### src/rtl/multicycle_ctrl.sv
// ============================================================================
//  Module   : multicycle_ctrl
//  Purpose  : Multi-cycle MIPS-subset control FSM with memory-ready stalls and
//             a retired-instruction counter. Optional illegal-opcode trap
//             enabled by defining MULTICYCLE_CTRL_ILLEGAL_TRAP_EN.
//  Revision : 1.0 - initial release
// ============================================================================
`default_nettype none

module multicycle_ctrl #(
    parameter int              OP_W     = 6,
    parameter logic [OP_W-1:0] OP_RTYPE = 6'b000000,
    parameter logic [OP_W-1:0] OP_ADDI  = 6'b001000,
    parameter logic [OP_W-1:0] OP_LW    = 6'b100011,
    parameter logic [OP_W-1:0] OP_SW    = 6'b101011,
    parameter logic [OP_W-1:0] OP_BEQ   = 6'b000100,
    parameter logic [OP_W-1:0] OP_J     = 6'b000010,
    parameter int              CNT_W    = 16
) (
    input  logic             clk,
    input  logic             rst_n,
    input  logic [OP_W-1:0]  opcode,
    input  logic             mem_ready,
    output logic             pc_write,
    output logic             pc_write_cond,
    output logic [1:0]       pc_src,
    output logic             i_or_d,
    output logic             mem_read,
    output logic             mem_write,
    output logic             ir_write,
    output logic             reg_dst,
    output logic             mem_to_reg,
    output logic             reg_write,
    output logic             alu_src_a,
    output logic [1:0]       alu_src_b,
    output logic [1:0]       alu_op,
    output logic             instr_done,
    output logic [CNT_W-1:0] retired,
`ifdef MULTICYCLE_CTRL_ILLEGAL_TRAP_EN
    output logic             illegal,
`endif
    output logic [3:0]       state
);

    typedef enum logic [3:0] {
        S_FETCH  = 4'd0,
        S_DECODE = 4'd1,
        S_MEMADR = 4'd2,
        S_MEMRD  = 4'd3,
        S_MEMWB  = 4'd4,
        S_MEMWR  = 4'd5,
        S_EXEC   = 4'd6,
        S_ALUWB  = 4'd7,
        S_BRANCH = 4'd8,
        S_JUMP   = 4'd9,
        S_ADDIEX = 4'd10,
        S_ADDIWB = 4'd11,
        S_TRAP   = 4'd12
    } state_t;

    state_t            r_state;
    state_t            w_next;
    logic [OP_W-1:0]   r_opcode;
    logic [CNT_W-1:0]  r_retired;
    logic              w_retire;

    always_ff @(posedge clk or negedge rst_n) begin
        if (!rst_n) begin
            r_state   <= S_FETCH;
            r_opcode  <= '0;
            r_retired <= '0;
        end else begin
            r_state <= w_next;
            if (r_state == S_DECODE)
                r_opcode <= opcode;
            if (w_retire)
                r_retired <= r_retired + CNT_W'(1);
        end
    end

    always_comb begin
        w_next        = S_FETCH;
        w_retire      = 1'b0;
        pc_write      = 1'b0;
        pc_write_cond = 1'b0;
        pc_src        = 2'b00;
        i_or_d        = 1'b0;
        mem_read      = 1'b0;
        mem_write     = 1'b0;
        ir_write      = 1'b0;
        reg_dst       = 1'b0;
        mem_to_reg    = 1'b0;
        reg_write     = 1'b0;
        alu_src_a     = 1'b0;
        alu_src_b     = 2'b00;
        alu_op        = 2'b00;
        case (r_state)
            S_FETCH: begin
                mem_read  = 1'b1;
                alu_src_b = 2'b01;
                ir_write  = mem_ready;
                pc_write  = mem_ready;
                w_next    = mem_ready ? S_DECODE : S_FETCH;
            end
            S_DECODE: begin
                // Branch target precomputed into ALUOut while decoding.
                alu_src_b = 2'b11;
                alu_op    = 2'b00;
                if (opcode == OP_LW || opcode == OP_SW)
                    w_next = S_MEMADR;
                else if (opcode == OP_RTYPE)
                    w_next = S_EXEC;
                else if (opcode == OP_BEQ)
                    w_next = S_BRANCH;
                else if (opcode == OP_J)
                    w_next = S_JUMP;
                else if (opcode == OP_ADDI)
                    w_next = S_ADDIEX;
                else begin
`ifdef MULTICYCLE_CTRL_ILLEGAL_TRAP_EN
                    w_next = S_TRAP;
`else
                    w_retire = 1'b1;
                    w_next   = S_FETCH;
`endif
                end
            end
            S_MEMADR: begin
                alu_src_a = 1'b1;
                alu_src_b = 2'b10;
                w_next    = (r_opcode == OP_LW) ? S_MEMRD : S_MEMWR;
            end
            S_MEMRD: begin
                mem_read = 1'b1;
                i_or_d   = 1'b1;
                w_next   = mem_ready ? S_MEMWB : S_MEMRD;
            end
            S_MEMWB: begin
                reg_write  = 1'b1;
                mem_to_reg = 1'b1;
                w_retire   = 1'b1;
            end
            S_MEMWR: begin
                mem_write = 1'b1;
                i_or_d    = 1'b1;
                w_retire  = mem_ready;
                w_next    = mem_ready ? S_FETCH : S_MEMWR;
            end
            S_EXEC: begin
                alu_src_a = 1'b1;
                alu_op    = 2'b10;
                w_next    = S_ALUWB;
            end
            S_ALUWB: begin
                reg_write = 1'b1;
                reg_dst   = 1'b1;
                w_retire  = 1'b1;
            end
            S_BRANCH: begin
                alu_src_a     = 1'b1;
                alu_op        = 2'b01;
                pc_write_cond = 1'b1;
                pc_src        = 2'b01;
                w_retire      = 1'b1;
            end
            S_JUMP: begin
                pc_write = 1'b1;
                pc_src   = 2'b10;
                w_retire = 1'b1;
            end
            S_ADDIEX: begin
                alu_src_a = 1'b1;
                alu_src_b = 2'b10;
                w_next    = S_ADDIWB;
            end
            S_ADDIWB: begin
                reg_write = 1'b1;
                w_retire  = 1'b1;
            end
`ifdef MULTICYCLE_CTRL_ILLEGAL_TRAP_EN
            S_TRAP: begin
                w_next = S_TRAP;
            end
`endif
            default: begin
                w_next = S_FETCH;
            end
        endcase
        // Strobes must be quiet while reset is held, independent of mem_ready.
        if (!rst_n) begin
            {pc_write, pc_write_cond, pc_src, i_or_d, mem_read, mem_write,
             ir_write, reg_dst, mem_to_reg, reg_write, alu_src_a, alu_src_b,
             alu_op, w_retire} = '0;
        end
    end

    assign instr_done = w_retire;
    assign retired    = r_retired;
    assign state      = r_state;

`ifdef MULTICYCLE_CTRL_ILLEGAL_TRAP_EN
    assign illegal = rst_n && (r_state == S_TRAP);
`endif

endmodule

`default_nettype wire

### config.mk
export PLATFORM = sky130hd
export DESIGN_NAME = multicycle_ctrl
export DESIGN_NICKNAME = d
export VERILOG_FILES = /design/src/rtl/multicycle_ctrl.sv
export SDC_FILE = /design/constraint.sdc
export NUM_CORES = 1
export LEC_CHECK = 0
export BUFFER_PORTS_ARGS = -buffer_cell sky130_fd_sc_hd__buf_2
export CORE_MARGIN = 2
export CORE_UTILIZATION = 30
export CTS_BUF_LIST = sky130_fd_sc_hd__clkbuf_4 sky130_fd_sc_hd__clkbuf_8 sky130_fd_sc_hd__clkbuf_16
export CTS_CLUSTER_SIZE = 10
export DETAILED_ROUTE_END_ITERATION = 7
export PLACE_DENSITY = 0.58
export SLEW_MARGIN = 15
export SYNTH_ARGS = -nofsm -noshare
export SYNTH_HDL_FRONTEND = slang
export SYNTH_SLANG_ARGS = --single-unit
export TNS_END_PERCENT = 100
### constraint.sdc
create_clock -name clk -period 2 [get_ports clk]
set_input_delay 0.1 -clock clk [delete_from_list [all_inputs] [get_ports clk]]
set_output_delay 0.1 -clock clk [all_outputs]
set_load 0.005 [all_outputs]
==> impl_metrics.yaml <==
status:
  outcome: "completed"
detailed_routing:
  firstDrtPassIters: 4
  via_count: 1361
  total_routed_wirelength_um: 3799
  vias_per_cell: 4.742
  route.detailed.wl_per_inst_um: 13.24
  postRouteAntennaNets: 0
  drc_errors: 0
  initial_drc_count: 72
layout:
  num-nets-final: 228
  final_layout_size_suffix_gt1_frac: 0.3318
  diodes: 0
  area_overhead_vs_synth_pct: 23.05
sta:
  timing.final.crit_period_ns: 1.866
  worst_pin_slew_ns: 0.6211
  finalHoldViolCount: 0
  fin_setup_tns_ns: 0
  final_clock_period_utilization_by_the_worst_path: 0.9331
  unrepaired_setup_endpoints_after_global_routing: "no"
  finClkSkew_ns: 0.003936
  max-slew-margin-rel: 0.5827
  finalSetupViolCount: 0
  max_freq_mhz: 535.8
  slew_viol_final: 0
logic_synthesis:
  dominantRegCellSynth: "dfrtp_1"
  synth_most_common_cell: "dfrtp_1"
  synth.ff_latch_count: 26
  synth-warning-count: 0
  syn_area_um2: 1607
  synth-edff-count: 0
  synth_top_cell_area_share: 0.4050
  synth_async_sr_flop_share: 1.000
  synthesized_net_count: 179
  netlist_instances: 169
  synthTopCellsByCount: "26 x dfrtp_1, 21 x nand2_1, 16 x xnor2_1"
  post_synth.cell_area_avg_um2: 9.506
  netlist.top_cell.by_area: "dfrtp_1"
  synthTopCellsByArea: "dfrtp_1 40%, xnor2_1 8.7%, nand2_1 4.9%"
  yosysSeqAreaShare: 0.4050
  synth_cell_types: 42
global_routing:
  first_pass_grt_wire_length_um: 6354
  largest_net_degree_at_the_start_of_global_routing: 23
  grt_antenna_before_repair: 0
  grt_pass1_vias: 1329
  grt.total_usage: 0.1306
  grt-ovfl-total: 0
setup_path:
  worstReg2RegStart: "state[0]"
  critPathKind: "flip-flop to output port"
  rrSetupSlack_ns: 0.27
  critical_path.max_fanout: 10
  number_of_cells_on_the_worst_reg_to_reg_path: 5
  worst-endpoint-arrival_ns: 1.77
  cp-end-kind: "output port"
  worstPathRequired_ns: 1.90
  critical_path.reg2reg.endpoint: "retired[1]"
  worst_setup_path_start_kind: "flip-flop"
  worst_setup_path_start: "state[2]"
floorplanning:
  die_h_um: 77.18
  num_io_pins: 46
  fp.dieArea_um2: 5957
  core_region_um2: 5140
  die_x_um: 77.18
  floorplan.rows: 26
  floorplan.initialDensity: 0.3126
placed_design:
  port_buffers: 45
  post-dp-hpwl_um: 2838
  gp_routability_congestion: 0.7529
pwr:
  power_w: 0.001505
  cellLeakagePower_nw: 0.9544
  ir_drop_uv: 354.5
  power.density_nw_per_um2: 761.4
clocking:
  cts_tree: "yes"
  h-tree-depth: 1
  tritoncts.num_buffers: 3
  tritoncts_num_sinks: 26
  clk_latency_ns: 0.27
  cts_root_buffer: "clkbuf_8"
  cts_setup_buffers: 0
  clk_pin_slew_ns: 0.09
  clk_path_buf_depth: 2
worst_hold_path:
  worstHoldPathType: "primary input to flip-flop"
  min-delay-start: "opcode[4]"
  worst_hold_path.num_cells: 3
  holdPathEnd: "r_opcode[4]"
run:
  drv.max_cap_violation_count: 0
==> routing by layer <==
| metal | up-vias | wire (µm) | GRT usage |
|---|---|---|---|
| met5 | - | 0 | 0 |
| met4 | 0 | 27 | 0.04286 |
| met3 | 2 | 94 | 0.01294 |
| met2 | 22 | 1705 | 0.2096 |
| met1 | 638 | 1972 | 0.1841 |
| li1 | 699 | - | - |
==> repair_timing <==
action | in CTS | in global routing
gates resized for setup | 0 | 1
setup endpoints to repair | 0 | 5
endpoints found under the hold margin | 26 | 0
hold buffers | 1 | 0
==> per-stage QoR <==
step | instance area [µm²] | utilization | hold WS (ns) | cells | worst slack (ns)
floorplan | 1607 | - | -0.1956 | 169 | 0.2815
global placement | 1911 | 0.3717 | 0.06394 | 282 | 0.2990
detailed placement | 1911 | 0.3717 | 0.06304 | 282 | 0.2571
CTS | 1976 | 0.3844 | 0.1005 | 287 | 0.02908
global route | 1977 | 0.3846 | 0.09722 | 287 | 0.004993
finish | 1977 | 0.3846 | 0.1124 | 287 | 0.1337
==> logic make-up (layout without fill, tap and decap cells) <==
logic type	Yosys count	in the layout	synth area share
AOI/OAI and AO/OA	25	25	0.1215
xor gates and xnor gates	18	18	0.09813
adders and majority gates	1	1	0.007787
buffers and inverters	16	64	0.06152
DFF	26	26	0.4050
muxes	1	1	0.009343
and+or+nand+nor	82	82	0.2967
==> final cells by class <==
cell class                      instances  area, µm²
Fill cell                             571       3163
Sequential cell                        26      651.9
Tap cell                               70      87.58
Multi-Input combinational cell        127      857.1
Inverter                                4      15.01
Clock buffer                            4      55.05
Timing Repair Buffer                   56      310.3
==> critical path, stage by stage (launching register included) <==
cell and delay (ns):
dfrtp_2 0.45, buf_4 0.20, inv_1 0.12, or3_1 0.44, nor3_1 0.15, buf_2 0.14
==> placed cells by master (no fill, tap or decap), types with 3 or more instances in the layout <==
cell type / instances
buf_2: 45
dfrtp_1: 25
nand2_1: 21
xnor2_1: 16
nor2_1: 10
o21ai_0: 10
buf_4: 10
and3_1: 7
nor3_1: 7
nand3_2: 6
nor4_1: 5
nand4_1: 5
inv_1: 4
a21oi_1: 4
clkbuf_8: 4
nand3_1: 3
and2_1: 3
==> worst max-delay path by stage <==
stage               slack [ns]          end  cells after the start
CTS                       0.03   mem_to_reg                      5
detailed placement        0.26   retired[9]                      6
finish                    0.13   mem_to_reg                      5
global placement          0.30   retired[9]                      6
floorplan                 0.28  retired[13]                      8
global route             0.005   mem_to_reg                      5
==> sequential cells by signal (all words and copies together), names as in the netlist <==
name / count
r_opcode: 6
retired: 16
state: 4
==> power by group <==
group          total, W  internal, W  leakage (nW)  switching (W)
sequential     0.000714     0.000620         0.341      0.0000942
combinational  0.000445     0.000198         0.584       0.000247
clock          0.000346     0.000176        0.0288       0.000170
total           0.00151     0.000994         0.954       0.000511
Note: power is estimated with default switching activity, not from simulation.
